$ cat src/rtl/pipeline_hazard_ctrl_pkg.sv
// Shared types and constants for the 5-stage pipeline sequencing controller.
package pipe_pkg;
  localparam int REG_ADDR_W_DEF = 3;

  typedef enum logic [1:0] {
    RUN     = 2'd0,
    MEMWAIT = 2'd1,
    ERROR   = 2'd2
  } state_e;

  localparam logic [1:0] FWD_REG   = 2'b00;
  localparam logic [1:0] FWD_EXMEM = 2'b10;
  localparam logic [1:0] FWD_MEMWB = 2'b01;

  typedef struct packed {
    logic pc;
    logic ifid;
    logic idex;
    logic exmem;
    logic memwb;
  } stage_en_t;

  typedef struct packed {
    logic ifid;
    logic idex;
  } flush_t;
endpackage

$ cat src/rtl/pipeline_hazard_ctrl_if.sv
// Hazard-controller bus: datapath stage info in, stage enables/flushes/forward selects out.
interface pipeline_hazard_ctrl_if #(
  parameter int REG_ADDR_W = 3,
  parameter int CNT_W      = 16
);
  logic [REG_ADDR_W-1:0] IDRs1, IDRs2;
  logic                  IDUsesRs1, IDUsesRs2;
  logic [REG_ADDR_W-1:0] EXRs1, EXRs2, EXRd;
  logic                  EXMemRead, EXBranchTaken;
  logic [REG_ADDR_W-1:0] MEMRd;
  logic                  MEMRegWrite, MEMReq, MEMAck;
  logic [REG_ADDR_W-1:0] WBRd;
  logic                  WBRegWrite;
  logic                  PCWrite, IFIDWrite, IDEXWrite, EXMEMWrite, MEMWBWrite;
  logic                  IFIDFlush, IDEXFlush;
  logic [1:0]            FwdA, FwdB;
  logic                  MemTimeout;
  logic [CNT_W-1:0]      StallCount;

  modport master (
    output IDRs1, IDRs2, IDUsesRs1, IDUsesRs2, EXRs1, EXRs2, EXRd, EXMemRead,
           EXBranchTaken, MEMRd, MEMRegWrite, MEMReq, MEMAck, WBRd, WBRegWrite,
    input  PCWrite, IFIDWrite, IDEXWrite, EXMEMWrite, MEMWBWrite, IFIDFlush,
           IDEXFlush, FwdA, FwdB, MemTimeout, StallCount
  );

  modport slave (
    input  IDRs1, IDRs2, IDUsesRs1, IDUsesRs2, EXRs1, EXRs2, EXRd, EXMemRead,
           EXBranchTaken, MEMRd, MEMRegWrite, MEMReq, MEMAck, WBRd, WBRegWrite,
    output PCWrite, IFIDWrite, IDEXWrite, EXMEMWrite, MEMWBWrite, IFIDFlush,
           IDEXFlush, FwdA, FwdB, MemTimeout, StallCount
  );
endinterface

$ cat src/rtl/pipeline_hazard_ctrl_fwd_unit.sv
// EX operand forwarding selects; EX/MEM beats MEM/WB, register 0 never forwards.
module fwd_unit
  import pipe_pkg::*;
#(
  parameter int NUM_OPS    = 2,
  parameter int REG_ADDR_W = REG_ADDR_W_DEF
) (
  input  logic [NUM_OPS-1:0][REG_ADDR_W-1:0] ex_rs,
  input  logic [REG_ADDR_W-1:0]              mem_rd,
  input  logic                               mem_rw,
  input  logic [REG_ADDR_W-1:0]              wb_rd,
  input  logic                               wb_rw,
  output logic [NUM_OPS-1:0][1:0]            fwd
);
  logic mem_ok, wb_ok;

  assign mem_ok = mem_rw && (mem_rd != '0);
  assign wb_ok  = wb_rw && (wb_rd != '0);

  for (genvar g = 0; g < NUM_OPS; g++) begin : g_op
    assign fwd[g] = (mem_ok && (mem_rd == ex_rs[g])) ? FWD_EXMEM :
                    (wb_ok  && (wb_rd  == ex_rs[g])) ? FWD_MEMWB : FWD_REG;
  end
endmodule

$ cat src/rtl/pipeline_hazard_ctrl.sv
// Pipeline sequencing controller: load-use bubbles, branch squash, memory-busy freeze
// with timeout, forwarding selects and a saturating frozen-PC cycle counter.
module pipeline_hazard_ctrl
  import pipe_pkg::*;
#(
  parameter int REG_ADDR_W  = REG_ADDR_W_DEF,
  parameter int MEM_TIMEOUT = 15,
  parameter int TMR_W       = 4,
  parameter int CNT_W       = 16
) (
  input logic                 CLK,
  input logic                 Reset,
  pipeline_hazard_ctrl_if.slave bus
);
  state_e                         state, state_nxt;
  logic [TMR_W-1:0]               tmr, tmr_nxt;
  logic [TMR_W:0]                 tmr_inc;
  logic [CNT_W-1:0]               stall_cnt;
  stage_en_t                      en, run_en;
  flush_t                         fl, run_fl;
  logic                           load_use;
  logic [1:0][REG_ADDR_W-1:0]     ex_rs;
  logic [1:0][1:0]                fwd;

  assign load_use = bus.EXMemRead && (bus.EXRd != '0) &&
                    ((bus.IDUsesRs1 && (bus.IDRs1 == bus.EXRd)) ||
                     (bus.IDUsesRs2 && (bus.IDRs2 == bus.EXRd)));

  // Decode shared by RUN and the MEMWAIT ack cycle; a taken branch squashes the
  // dependent instruction, so it overrides the load-use bubble.
  always_comb begin
    run_en = '1;
    run_fl = '0;
    if (bus.EXBranchTaken) begin
      run_fl = '1;
    end else if (load_use) begin
      run_en.pc   = 1'b0;
      run_en.ifid = 1'b0;
      run_fl.idex = 1'b1;
    end
  end

  assign tmr_inc = {1'b0, tmr} + (TMR_W+1)'(1);

  always_comb begin
    en        = '0;
    fl        = '0;
    state_nxt = state;
    tmr_nxt   = tmr;
    case (state)
      RUN: begin
        if (bus.MEMReq && !bus.MEMAck) begin
          state_nxt = MEMWAIT;
          tmr_nxt   = TMR_W'(1);
        end else begin
          en = run_en;
          fl = run_fl;
        end
      end
      MEMWAIT: begin
        if (bus.MEMAck) begin
          en        = run_en;
          fl        = run_fl;
          state_nxt = RUN;
          tmr_nxt   = '0;
        end else begin
          tmr_nxt = tmr_inc[TMR_W-1:0];
          if (tmr_inc >= (TMR_W+1)'(MEM_TIMEOUT)) state_nxt = ERROR;
        end
      end
      ERROR:   ;
      default: state_nxt = RUN;
    endcase
  end

  always_ff @(posedge CLK or negedge Reset) begin
    if (!Reset) begin
      state     <= RUN;
      tmr       <= '0;
      stall_cnt <= '0;
    end else begin
      state <= state_nxt;
      tmr   <= tmr_nxt;
      if ((state != ERROR) && !en.pc && !(&stall_cnt))
        stall_cnt <= stall_cnt + CNT_W'(1);
    end
  end

  assign ex_rs = {bus.EXRs2, bus.EXRs1};

  fwd_unit #(.NUM_OPS(2), .REG_ADDR_W(REG_ADDR_W)) u_fwd (
    .ex_rs  (ex_rs),
    .mem_rd (bus.MEMRd),
    .mem_rw (bus.MEMRegWrite),
    .wb_rd  (bus.WBRd),
    .wb_rw  (bus.WBRegWrite),
    .fwd    (fwd)
  );

  // Combinational outputs are forced quiet while reset is held.
  assign bus.PCWrite    = Reset & en.pc;
  assign bus.IFIDWrite  = Reset & en.ifid;
  assign bus.IDEXWrite  = Reset & en.idex;
  assign bus.EXMEMWrite = Reset & en.exmem;
  assign bus.MEMWBWrite = Reset & en.memwb;
  assign bus.IFIDFlush  = Reset & fl.ifid;
  assign bus.IDEXFlush  = Reset & fl.idex;
  assign bus.FwdA       = Reset ? fwd[0] : FWD_REG;
  assign bus.FwdB       = Reset ? fwd[1] : FWD_REG;
  assign bus.MemTimeout = (state == ERROR);
  assign bus.StallCount = stall_cnt;
endmodule
$ cat src/flat_wrapper.sv
// flat-port wrapper written by rule: the top's interface ports become plain ports
module pipeline_hazard_ctrl_flat import pipe_pkg::*;
#(
  parameter int REG_ADDR_W  = REG_ADDR_W_DEF,
  parameter int MEM_TIMEOUT = 15,
  parameter int TMR_W       = 4,
  parameter int CNT_W       = 16
)
  (CLK, Reset, bus_IDRs1, bus_IDRs2, bus_IDUsesRs1, bus_IDUsesRs2, bus_EXRs1, bus_EXRs2, bus_EXRd, bus_EXMemRead, bus_EXBranchTaken, bus_MEMRd, bus_MEMRegWrite, bus_MEMReq, bus_MEMAck, bus_WBRd, bus_WBRegWrite, bus_PCWrite, bus_IFIDWrite, bus_IDEXWrite, bus_EXMEMWrite, bus_MEMWBWrite, bus_IFIDFlush, bus_IDEXFlush, bus_FwdA, bus_FwdB, bus_MemTimeout, bus_StallCount);
  pipeline_hazard_ctrl_if #(.REG_ADDR_W(REG_ADDR_W), .CNT_W(CNT_W)) bus_i ();
  input logic CLK;
  input logic Reset;
  input wire logic [$bits(bus_i.IDRs1)-1:0] bus_IDRs1;
  input wire logic [$bits(bus_i.IDRs2)-1:0] bus_IDRs2;
  input wire logic [$bits(bus_i.IDUsesRs1)-1:0] bus_IDUsesRs1;
  input wire logic [$bits(bus_i.IDUsesRs2)-1:0] bus_IDUsesRs2;
  input wire logic [$bits(bus_i.EXRs1)-1:0] bus_EXRs1;
  input wire logic [$bits(bus_i.EXRs2)-1:0] bus_EXRs2;
  input wire logic [$bits(bus_i.EXRd)-1:0] bus_EXRd;
  input wire logic [$bits(bus_i.EXMemRead)-1:0] bus_EXMemRead;
  input wire logic [$bits(bus_i.EXBranchTaken)-1:0] bus_EXBranchTaken;
  input wire logic [$bits(bus_i.MEMRd)-1:0] bus_MEMRd;
  input wire logic [$bits(bus_i.MEMRegWrite)-1:0] bus_MEMRegWrite;
  input wire logic [$bits(bus_i.MEMReq)-1:0] bus_MEMReq;
  input wire logic [$bits(bus_i.MEMAck)-1:0] bus_MEMAck;
  input wire logic [$bits(bus_i.WBRd)-1:0] bus_WBRd;
  input wire logic [$bits(bus_i.WBRegWrite)-1:0] bus_WBRegWrite;
  output wire logic [$bits(bus_i.PCWrite)-1:0] bus_PCWrite;
  output wire logic [$bits(bus_i.IFIDWrite)-1:0] bus_IFIDWrite;
  output wire logic [$bits(bus_i.IDEXWrite)-1:0] bus_IDEXWrite;
  output wire logic [$bits(bus_i.EXMEMWrite)-1:0] bus_EXMEMWrite;
  output wire logic [$bits(bus_i.MEMWBWrite)-1:0] bus_MEMWBWrite;
  output wire logic [$bits(bus_i.IFIDFlush)-1:0] bus_IFIDFlush;
  output wire logic [$bits(bus_i.IDEXFlush)-1:0] bus_IDEXFlush;
  output wire logic [$bits(bus_i.FwdA)-1:0] bus_FwdA;
  output wire logic [$bits(bus_i.FwdB)-1:0] bus_FwdB;
  output wire logic [$bits(bus_i.MemTimeout)-1:0] bus_MemTimeout;
  output wire logic [$bits(bus_i.StallCount)-1:0] bus_StallCount;
  assign bus_i.IDRs1 = bus_IDRs1;
  assign bus_i.IDRs2 = bus_IDRs2;
  assign bus_i.IDUsesRs1 = bus_IDUsesRs1;
  assign bus_i.IDUsesRs2 = bus_IDUsesRs2;
  assign bus_i.EXRs1 = bus_EXRs1;
  assign bus_i.EXRs2 = bus_EXRs2;
  assign bus_i.EXRd = bus_EXRd;
  assign bus_i.EXMemRead = bus_EXMemRead;
  assign bus_i.EXBranchTaken = bus_EXBranchTaken;
  assign bus_i.MEMRd = bus_MEMRd;
  assign bus_i.MEMRegWrite = bus_MEMRegWrite;
  assign bus_i.MEMReq = bus_MEMReq;
  assign bus_i.MEMAck = bus_MEMAck;
  assign bus_i.WBRd = bus_WBRd;
  assign bus_i.WBRegWrite = bus_WBRegWrite;
  assign bus_PCWrite = bus_i.PCWrite;
  assign bus_IFIDWrite = bus_i.IFIDWrite;
  assign bus_IDEXWrite = bus_i.IDEXWrite;
  assign bus_EXMEMWrite = bus_i.EXMEMWrite;
  assign bus_MEMWBWrite = bus_i.MEMWBWrite;
  assign bus_IFIDFlush = bus_i.IFIDFlush;
  assign bus_IDEXFlush = bus_i.IDEXFlush;
  assign bus_FwdA = bus_i.FwdA;
  assign bus_FwdB = bus_i.FwdB;
  assign bus_MemTimeout = bus_i.MemTimeout;
  assign bus_StallCount = bus_i.StallCount;
  pipeline_hazard_ctrl #(.REG_ADDR_W(REG_ADDR_W), .MEM_TIMEOUT(MEM_TIMEOUT), .TMR_W(TMR_W), .CNT_W(CNT_W)) u_core (.CLK(CLK), .Reset(Reset), .bus(bus_i));
endmodule
$ cat config.mk
export PLATFORM = sky130hd
export DESIGN_NAME = pipeline_hazard_ctrl_flat
export DESIGN_NICKNAME = d
export VERILOG_FILES = /design/src/rtl/pipeline_hazard_ctrl_pkg.sv /design/src/rtl/pipeline_hazard_ctrl_if.sv /design/src/rtl/pipeline_hazard_ctrl_fwd_unit.sv /design/src/rtl/pipeline_hazard_ctrl.sv /design/src/flat_wrapper.sv
export SDC_FILE = /design/constraint.sdc
export NUM_CORES = 1
export LEC_CHECK = 0
export ABC_AREA = 1
export CAP_MARGIN = 20
export CORE_MARGIN = 2
export CORE_UTILIZATION = 46
export DETAILED_ROUTE_END_ITERATION = 12
export PLACE_DENSITY = 0.81
export SLEW_MARGIN = 25
export SYNTH_ARGS = -nofsm -noshare
export SYNTH_HDL_FRONTEND = slang
export SYNTH_SLANG_ARGS = --single-unit
$ cat constraint.sdc
create_clock -name CLK -period 2.24 [get_ports CLK]
set_input_delay 0.672 -clock CLK [delete_from_list [all_inputs] [get_ports CLK]]
set_output_delay 0.672 -clock CLK [all_outputs]
set_load 0.03 [all_outputs]
==> results of run 1 <==
power by group:
part           total (mW)  leakage (nW)  internal (mW)  switching [mW]
registers           0.590         0.293          0.482           0.108
logic                1.09         0.892          0.439           0.647
clock network       0.283        0.0288          0.157           0.126
path summary, 6_finish.rpt:
check,startpoint,to,slack [ps],cells after the start
setup reg to reg,u_core.bus.StallCount[0]$_DFFE_PN0P_,u_core.bus.StallCount[11]$_DFFE_PN0P_,430,11
hold / removal,u_core.bus.StallCount[1]$_DFFE_PN0P_,u_core.bus.StallCount[1]$_DFFE_PN0P_,540,2
setup / recovery,bus_MEMRd[2],bus_FwdA[1],20,6
hold reg to reg,u_core.bus.StallCount[1]$_DFFE_PN0P_,u_core.bus.StallCount[1]$_DFFE_PN0P_,540,2
max in group asynchronous,Reset,u_core.state[1]$_DFFE_PN0P_,1400,2
min in group asynchronous,Reset,u_core.bus.StallCount[6]$_DFFE_PN0P_,650,2
synth_stat cells (all sizes together):
cell	number	area, sq um
nand2	80	324
nor2	30	118
inv	28	108
nand3	23	115
dfrtp	22	551
xor2	18	158
xnor2	10	87.6
buf	6	53.8
a21oi	5	25.0
nand4	5	31.3
nor3	4	20.0
ha	3	37.5
o21ai	3	15.0
o22ai	2	12.5
o31ai	2	15.0
a21boi	1	7.51
a22o	1	8.76
a31oi	1	6.26
nand3b	1	7.51
o31a	1	8.76
per-stage QoR:
| stage | setup TNS [ps] | area [sq um] | setup WS, ps | hold WS (ps) | util [%] |
|---|---|---|---|---|---|
| after floorplan | -55.6 | 1720 | -34.9 | 376 | - |
| after global placement | -4190 | 2340 | -391 | 505 | 65.0 |
| after detailed placement | -5060 | 2340 | -450 | 505 | 65.0 |
| after CTS | 0 | 2370 | 4.38 | 527 | 65.7 |
| after global routing | -61.9 | 2410 | -27.3 | 564 | 66.9 |
| final | 0 | 2410 | 20.3 | 536 | 66.9 |
layout by cell type, fill, tap and decap left out, types with 5 or more instances in the layout:
cell             Yosys  routed
nand3_1             23      22
nand4_1              5       5
nand2_2              3      11
nor2_1              28      27
clkdlybuf4s50_1      0      16
inv_1               25      18
buf_2                1      12
dfrtp_1             22      21
buf_6                1       7
buf_4                3      17
xnor2_1             10      10
dlygate4sd2_1        0       5
inv_2                2       7
xor2_1              18      18
nand2_1             76      67
cell families (layout without fill, tap and decap cells):
| logic type | Yosys count | in the layout | synth area share (%) |
|---|---|---|---|
| AND/OR/NAND/NOR | 143 | 143 | 36.0 |
| AO/OA/AOI/OAI | 16 | 16 | 5.78 |
| adder cells (fa/ha/maj) | 3 | 3 | 2.20 |
| buffers and inverters | 34 | 99 | 9.44 |
| XOR/XNOR | 28 | 28 | 14.3 |
| flip-flops | 22 | 22 | 32.2 |
worst reg2reg max path, cell delays in order (launching register included):
cell,delay (ps)
dfrtp_1,430
ha_1,240
nand3_1,170
nor2_2,220
nand2_2,80
nor2_2,80
nand2_1,70
nand2_2,80
inv_4,100
nand2_8,140
nand2_1,70
nand2_1,80
layer usage:
metal  wire (um)  track usage (%)  vias to the layer above
li1            -                -                      905
met1        1880             26.1                      811
met5           0                0                        -
met3         279             3.30                        7
met4          49             5.85                        0
met2        2210             40.6                       52
flip-flops by register name, indices dropped and copies added, names as in the netlist:
name and cells:
u_core.bus.StallCount 16, u_core.tmr 4, u_core.state 2
cell type report:
class                      instances  area (sq um)
clock buffer                       4          55.1
tap                               48          60.1
inverter                          28           113
multi-input combinational        190          1060
timing repair buffer              67           568
sequential                        22           552
fill                             315          1190
repair_timing:
| item | 4_1_cts | 5_1_grt |
|---|---|---|
| endpoints found under the setup margin | 11 | 9 |
| resized for setup | 102 | 26 |
| pin swaps | 26 | 23 |
| buffers inserted | 1 | 1 |
| endpoints found under the hold margin | 0 | 0 |
==> impl_metrics.toml, run 1 <==
[setup_path]
cp_slowest_cell = "nor3_2"
crit_fanout = 3
cp_top_family = "simple AND/OR/NAND/NOR gates"
required_ps = 1570
criticalPathCategory = "in -> out"
cp_data_arrival_time_ps = 1550
worstPathCellList = "buf_2 > xor2_1 > nor3_2 > nand2_1 > nor2_1 > buf_4"
end_kind = "output pin"
cp_num_buf_inv = 2
critPathMaxStageDelay_ps = 260
setup.worst_path.start_class = "primary input"

[sta]
drv_slew = 0
min_period_ps = 2220
hold_viol = 0
slew_headroom_pct = 77.3
rsz0062_at_grt = "yes"
finClkSkew_ps = 1.32
setup_viol_count_final = 0
timing.fmax_ghz = 0.451
worst_pin_slew_ps = 339
min_period_over_period_pct = 99.1

[route]
drcViolationCount = 0
drtIter0Drc = 73
ant_nets = 0
via_per_inst = 4.94
vias = 1775
wl_per_cell_um = 12.3
wl_mm = 4.41
drtPass1Iterations = 5

[floorplan]
rows = 22
die_area_sq_mm = 0.00422
io_pins = 59
die_w_um = 65.0
die_h_um = 65.0
coreArea_sq_mm = 0.00361
start_util_pct = 47.4

[job]
maxCapViolCount = 0

[grt]
grt_max_degree = 18
grt_pass1_wl_mm = 7.36
grtUsageTotal_pct = 21.9
grt_pass1_vias = 1711
antenna_found_initial = 0
grt_overflow = 0

[cells_and_area]
fin_cells = 359
drive_above_1_share_pct = 25.7
antenna_cells = 0
nNetsFinal = 346
areaGrowthSynthToFinish_pct = 41.1

[yosys]
synth.distinct_cells = 28
yosysSeqAreaShare_pct = 32.2
synthCells = 246
syn-cell-area_sq_mm = 0.00171
yosys_warnings = 0
avgSynthCellArea_sq_um = 6.95
ys_ff_latch = 22
syn-num-nets = 280

[placement]
place_congestion = 0.943
io_buffer_count = 58
dp.cells = 353
hpwl_mm = 3.20

[clock_tree]
clkTransAtPathRegs_ps = 80
cts_max_path_buffers = 2
cts-root-buf = "clkbuf_8"
cts_tree = "built"
clk-insertion-delay-late_ps = 260
hold_buffers = 0
cts-buffers-inserted = 3
clock-sinks = 22
htree_levels = 1

[power]
p_total_mw = 1.96
power_density_mw_per_mm2 = 812
irDropWorstVdd_mv = 0.769
p_leak_nw = 1.21

[worst_hold_path]
min_path_type = "reg -> reg"

[outcome]
run_status = "finished, final reports clean"
No activity file was read; power rests on OpenSTA's default activity.
==> run 2, diff against run 1 <==
- ABC_AREA: 1 -> default
- CORE_UTILIZATION: 46 -> 44
==> run 2 against run 1 <==
- the flow now finishes with violations (setup timing)
- sequential power fell by 32%
- sequential share of layout area down 1.8 points
- sequential cell count did not move
- synthesized area down 11%
- die area down 6.8%
- via count fell by 11%
- core utilization up 12 points
- largest cell class unchanged
- register-to-register slack lost 190 ps
- non-clock buffer count grew 17
==> impl_metrics.toml, run 2 <==
[grt]
grt_overflow = 0
grt_pass1_vias = 1602
top_usage_layer = "met2"
grt.met3_usage_pct = 2.34
use_met1_pct = 29.5
antenna_found_initial = 0
grt_pass1_wl_mm = 7.36
grt_max_degree = 17
grtUsageTotal_pct = 23.4
met2_usage_pct = 43.3

[route]
ant_nets = 0
wl_per_cell_um = 16.1
drtIter0Drc = 97
wl_mm = 4.66
via_per_inst = 5.46
drcViolationCount = 0
vias = 1578
drtPass1Iterations = 4

[floorplan]
rows = 21
start_util_pct = 45.8
die_h_um = 62.7
die_w_um = 62.7
coreArea_sq_mm = 0.00331
die_area_sq_mm = 0.00393
io_pins = 59

[clock_tree]
htree_levels = 1
hold_buffers = 0
clkTransAtPathRegs_ps = 120
cts-buffers-inserted = 3
clk-insertion-delay-late_ps = 310
cts_tree = "built"
cts-root-buf = "clkbuf_4"
clock-sinks = 22
cts_max_path_buffers = 2

[yosys]
yosysTopAreaCell = "dfrtp_1"
syn-cell-area_sq_mm = 0.00152
synthCells = 163
synthTopCellsByCount = "xnor2_1 (31), dfrtp_1 (22), nor2_1 (11), nand3_1 (9)"
yosys_warnings = 0
synth.top_cell.area_share_pct = 36.3
synthFlopType = "dfrtp_1"
yosysSeqAreaShare_pct = 36.3
async_flop_share_pct = 100
syn-num-nets = 197
synth_most_common_cell = "xnor2_1"
avgSynthCellArea_sq_um = 9.30
synth-edff-count = 0
synthTopCellsByArea = "dfrtp_1 (36%), xnor2_1 (18%), o211ai_1 (4.0%), and3_1 (3.3%), nand3_1 (3.0%)"
synth.distinct_cells = 37
ys_ff_latch = 22

[sta]
setup_viol_count_final = 7
worst_pin_slew_ps = 433
timing.fmax_ghz = 0.411
finClkSkew_ps = 3.33
min_period_over_period_pct = 109
rsz0062_at_grt = "yes"
hold_viol = 0
fin_ws_ps = -194
fin_setup_tns_ps = -761
min_period_ps = 2430
drv_slew = 0
slew_headroom_pct = 71.0

[cells_and_area]
largest_reg_flops = 16
areaGrowthSynthToFinish_pct = 71.8
final_cell_mix = "buf_6 (25), buf_4 (23), dfrtp_1 (22)"
antenna_cells = 0
final_common_cell = "buf_6"
fin_util_pct = 78.7
drive_above_1_share_pct = 41.2
fin_cells = 289
nNetsFinal = 278

[worst_hold_path]
min_path_type = "reg -> reg"

[setup_path]
end_kind = "output pin"
crit_fanout = 3
cp_data_arrival_time_ps = 1760
required_ps = 1570
critPathMaxStageDelay_ps = 310
cp_slowest_cell = "o31ai_2"
setup.worst_path.start_class = "primary input"
criticalPathCategory = "in -> out"
cp_num_buf_inv = 2
cp_top_family = "buffers and inverters"
worstPathCellList = "clkdlybuf4s15_1 > o31ai_2 > and3_4 > and2_4 > buf_6"

[job]
maxCapViolCount = 0

[power]
p_leak_nw = 1.14
power_density_mw_per_mm2 = 321
p_total_mw = 0.837
irDropWorstVdd_mv = 0.191

[placement]
dp.cells = 279
hpwl_mm = 3.36
place_ws_ps = -1010
io_buffer_count = 58
place_congestion = 0.810

[outcome]
run_status = "complete, but fails checks"
violations = "setup timing"
==> run 2: worst paths after layout <==
| path | startpoint | endpoint | slack (ps) | depth (start not counted) |
|---|---|---|---|---|
| max | bus_EXRs1[0] | bus_FwdA[1] | -190 | 5 |
| min in group asynchronous | Reset | u_core.bus.StallCount[2]$_DFFE_PN0P_ | 580 | 4 |
| min reg2reg | u_core.bus.StallCount[14]$_DFFE_PN0P_ | u_core.bus.StallCount[14]$_DFFE_PN0P_ | 510 | 1 |
| max reg2reg | u_core.bus.StallCount[1]$_DFFE_PN0P_ | u_core.bus.StallCount[15]$_DFFE_PN0P_ | 240 | 7 |
| min | u_core.bus.StallCount[14]$_DFFE_PN0P_ | u_core.bus.StallCount[14]$_DFFE_PN0P_ | 510 | 1 |
| max in group asynchronous | Reset | u_core.bus.StallCount[7]$_DFFE_PN0P_ | 1430 | 4 |
==> run 2: kinds of logic after synthesis <==
| family | synth area share (%) |
|---|---|
| simple gates | 18.3 |
| buf+inv | 5.44 |
| flops | 36.3 |
| mux | 0.743 |
| fa+ha+maj | 2.48 |
| xor+xnor | 17.9 |
| compound gates | 18.8 |
==> run 2: metal layers <==
metal / share of wire, % / vias to the layer above / routed length (um)
met5: 0 / - / 0
met4: 2.2 / 0 / 104
met3: 4.2 / 10 / 197
met2: 53 / 55 / 2450
met1: 41 / 763 / 1910
li1: - / 750 / -
==> run 2: timing repair <==
action,4_1_cts,5_1_grt
setup endpoints to repair,26,12
gates resized for setup,134,31
buffers inserted,5,1
pin swaps,26,18
gates cloned,0,0
==> run 2: cell type report <==
class / instances / area [sq um]
sequential: 22 / 551
timing repair buffer: 84 / 793
multi-input combinational: 125 / 1140
fill: 217 / 706
tap: 46 / 57.6
clock buffer: 4 / 36.3
inverter: 8 / 30.0
==> run 2: per-stage QoR <==
stage | hold WS [ps] | instance area [sq um]
3_3_place_gp | 482 | 2300
4_1_cts | 518 | 2510
6_report | 512 | 2610
3_5_place_dp | 499 | 2300
2_1_floorplan | 376 | 1610
5_1_grt | 554 | 2610
==> run 2: where the power goes <==
group,internal [mW],switching [mW],total (mW)
registers,0.399,0.00251,0.401
logic,0.120,0.0960,0.216
clock network,0.0992,0.120,0.220
==> run 3, diff against run 2 <==
- SETUP_SLACK_MARGIN: default -> 0.4
==> run 3 against run 2 <==
- the flow still finishes with violations (setup timing)
- via count is 14% higher
- largest cell class unchanged
- die area stayed put
- cell count is 5.5% higher
- largest power group unchanged
- non-clock buffer count is 16 higher
- combinational power is 5% higher
- fmax is 3.1% lower
- total power is 14% higher
- critical path depth is 1 higher
- clock power is 46% higher
- core utilization is 11 points higher
- clock skew is 23 ps higher
- worst setup slack worse by 79 ps
==> impl_metrics.toml, run 3 (synthesis results as in run 2) <==
[sta]
drv_slew = 0
hold_viol = 0
fin_ws_ps = -273
worst_pin_slew_ps = 564
finClkSkew_ps = 25.9
slew_headroom_pct = 62.3
min_period_over_period_pct = 112
timing.fmax_ghz = 0.398
fin_setup_tns_ps = -1200
rsz0062_at_grt = "yes"
setup_viol_count_final = 7
hold-worst-slack_ps = 320
min_period_ps = 2510

[setup_path]
setup.worst_path.start_class = "primary input"
end_kind = "output pin"
criticalPathCategory = "in -> out"
required_ps = 1570
reg2regPathDepth = 7
cp_data_arrival_time_ps = 1840
crit_fanout = 2

[power]
p_leak_nw = 1.28
irDropWorstVdd_mv = 0.308
p_int_mw = 0.705
clkPwrFrac_pct = 33.9
p_total_mw = 0.950
sw_frac_of_total_pct = 25.8
p_comb_share_pct = 23.8
power_density_mw_per_mm2 = 320
pwr-share-seq_pct = 42.3
p_switching_mw = 0.245

[cells_and_area]
areaGrowthSynthToFinish_pct = 95.5
largest_reg_flops = 16
final_cell_mix = "buf_6 (34), buf_4 (22), xnor2_2 (16)"
nNetsFinal = 294
final_area_sq_mm = 0.00297
final_common_cell = "buf_6"
drive_above_1_share_pct = 55.6
antenna_cells = 0

[worst_hold_path]
min_path_type = "in -> async"

[route]
vias = 1806
drtPass1Iterations = 4
wl_mm = 6.53
drcViolationCount = 0
wl_per_cell_um = 21.4
ant_nets = 0
drtIter0Drc = 174
via_per_inst = 5.92

[clock_tree]
clk-insertion-delay-late_ps = 350
htree_levels = 1
hold_buffers = 0
clock-sinks = 22
cts-root-buf = "clkbuf_4"
clkTransAtPathRegs_ps = 150
cts-buffers-inserted = 3
cts_tree = "built"
cts_max_path_buffers = 2

[floorplan]
start_util_pct = 45.8
die_w_um = 62.7
die_h_um = 62.7
die_area_sq_mm = 0.00393
io_pins = 59
coreArea_sq_mm = 0.00331
rows = 21

[placement]
io_buffer_count = 58
place_ws_ps = -693
hpwl_mm = 3.33
placed_cell_area_sq_mm = 0.00239
place_congestion = 0.778

[grt]
grt_max_degree = 16
grtUsageTotal_pct = 29.9
antenna_found_initial = 0
grt_pass1_vias = 1853
grt_pass1_wl_mm = 9.23
grt_overflow = 0

[job]
maxCapViolCount = 0

[outcome]
violations = "setup timing"
run_status = "complete, but fails checks"
## run 3: cell count changes in the layout (fill, tap and decap cells not counted), moves of 6 or more
cell / before / now
clkdlybuf4s50_1: 17 / 2
buf_6: 25 / 34
dfrtp_1: 22 / 15
dfrtp_2: 0 / 7
clkdlybuf4s15_2: 0 / 6
o2111ai_4: 0 / 6
## run 3: area by class of cell
type | count | area, sq um
repair buffers | 100 | 976
well taps | 46 | 57.6
clock inverters | 1 | 30.0
clock buffers | 3 | 22.5
flip-flops and latches | 22 | 559
inverters | 8 | 42.5
fillers | 145 | 345
multi-input cells | 125 | 1280
## run 3: worst paths after layout
kind	slack, ps	from	end
max	-270	bus_WBRd[0]	bus_FwdA[0]
min	320	Reset	u_core.bus.StallCount[4]$_DFFE_PN0P_
max reg2reg	190	u_core.bus.StallCount[1]$_DFFE_PN0P_	u_core.bus.StallCount[1]$_DFFE_PN0P_
min reg2reg	530	u_core.bus.StallCount[3]$_DFFE_PN0P_	u_core.bus.StallCount[3]$_DFFE_PN0P_
max in group asynchronous	1680	Reset	u_core.tmr[0]$_DFFE_PN0P_
min in group CLK	530	u_core.bus.StallCount[3]$_DFFE_PN0P_	u_core.bus.StallCount[3]$_DFFE_PN0P_
## run 3: power groups by stage
| stage | clock network, mW | registers (mW) | logic, mW |
|---|---|---|---|
| final | 0.322 | 0.402 | 0.226 |
| after CTS | 0.307 | 0.402 | 0.202 |
| after global routing | 0.339 | 0.403 | 0.238 |
| after global placement | 0 | 0.409 | 0.171 |
| after detailed placement | 0 | 0.409 | 0.177 |
| after floorplan | 0 | 0.409 | 0.0652 |
## run 3: what timing repair did
action	CTS	global route
gates resized for setup	185	46
pin swaps	49	32
setup endpoints to repair	44	45
gates cloned	1	0
buffers inserted	6	11
## run 3: metrics by stage
step,instances,utilization (%)
after global placement,283,72.1
after floorplan,163,-
after global routing,305,89.6
final,305,89.6
after detailed placement,283,72.1
after CTS,294,84.1
## run 3: per-layer routing
| layer | routed length, um | track usage [%] | part of all wire (%) |
|---|---|---|---|
| met5 | 0 | 0 | 0 |
| met4 | 127 | 10.3 | 1.9 |
| met3 | 350 | 3.42 | 5.4 |
| met2 | 3500 | 55.4 | 54 |
| met1 | 2550 | 35.8 | 39 |
## run 3: worst max-delay path, cell delays in order
cell	delay (ps)
dlygate4sd2_1	290
buf_6	150
xnor2_2	170
nand3_1	160
nor3_4	240
buf_6	160
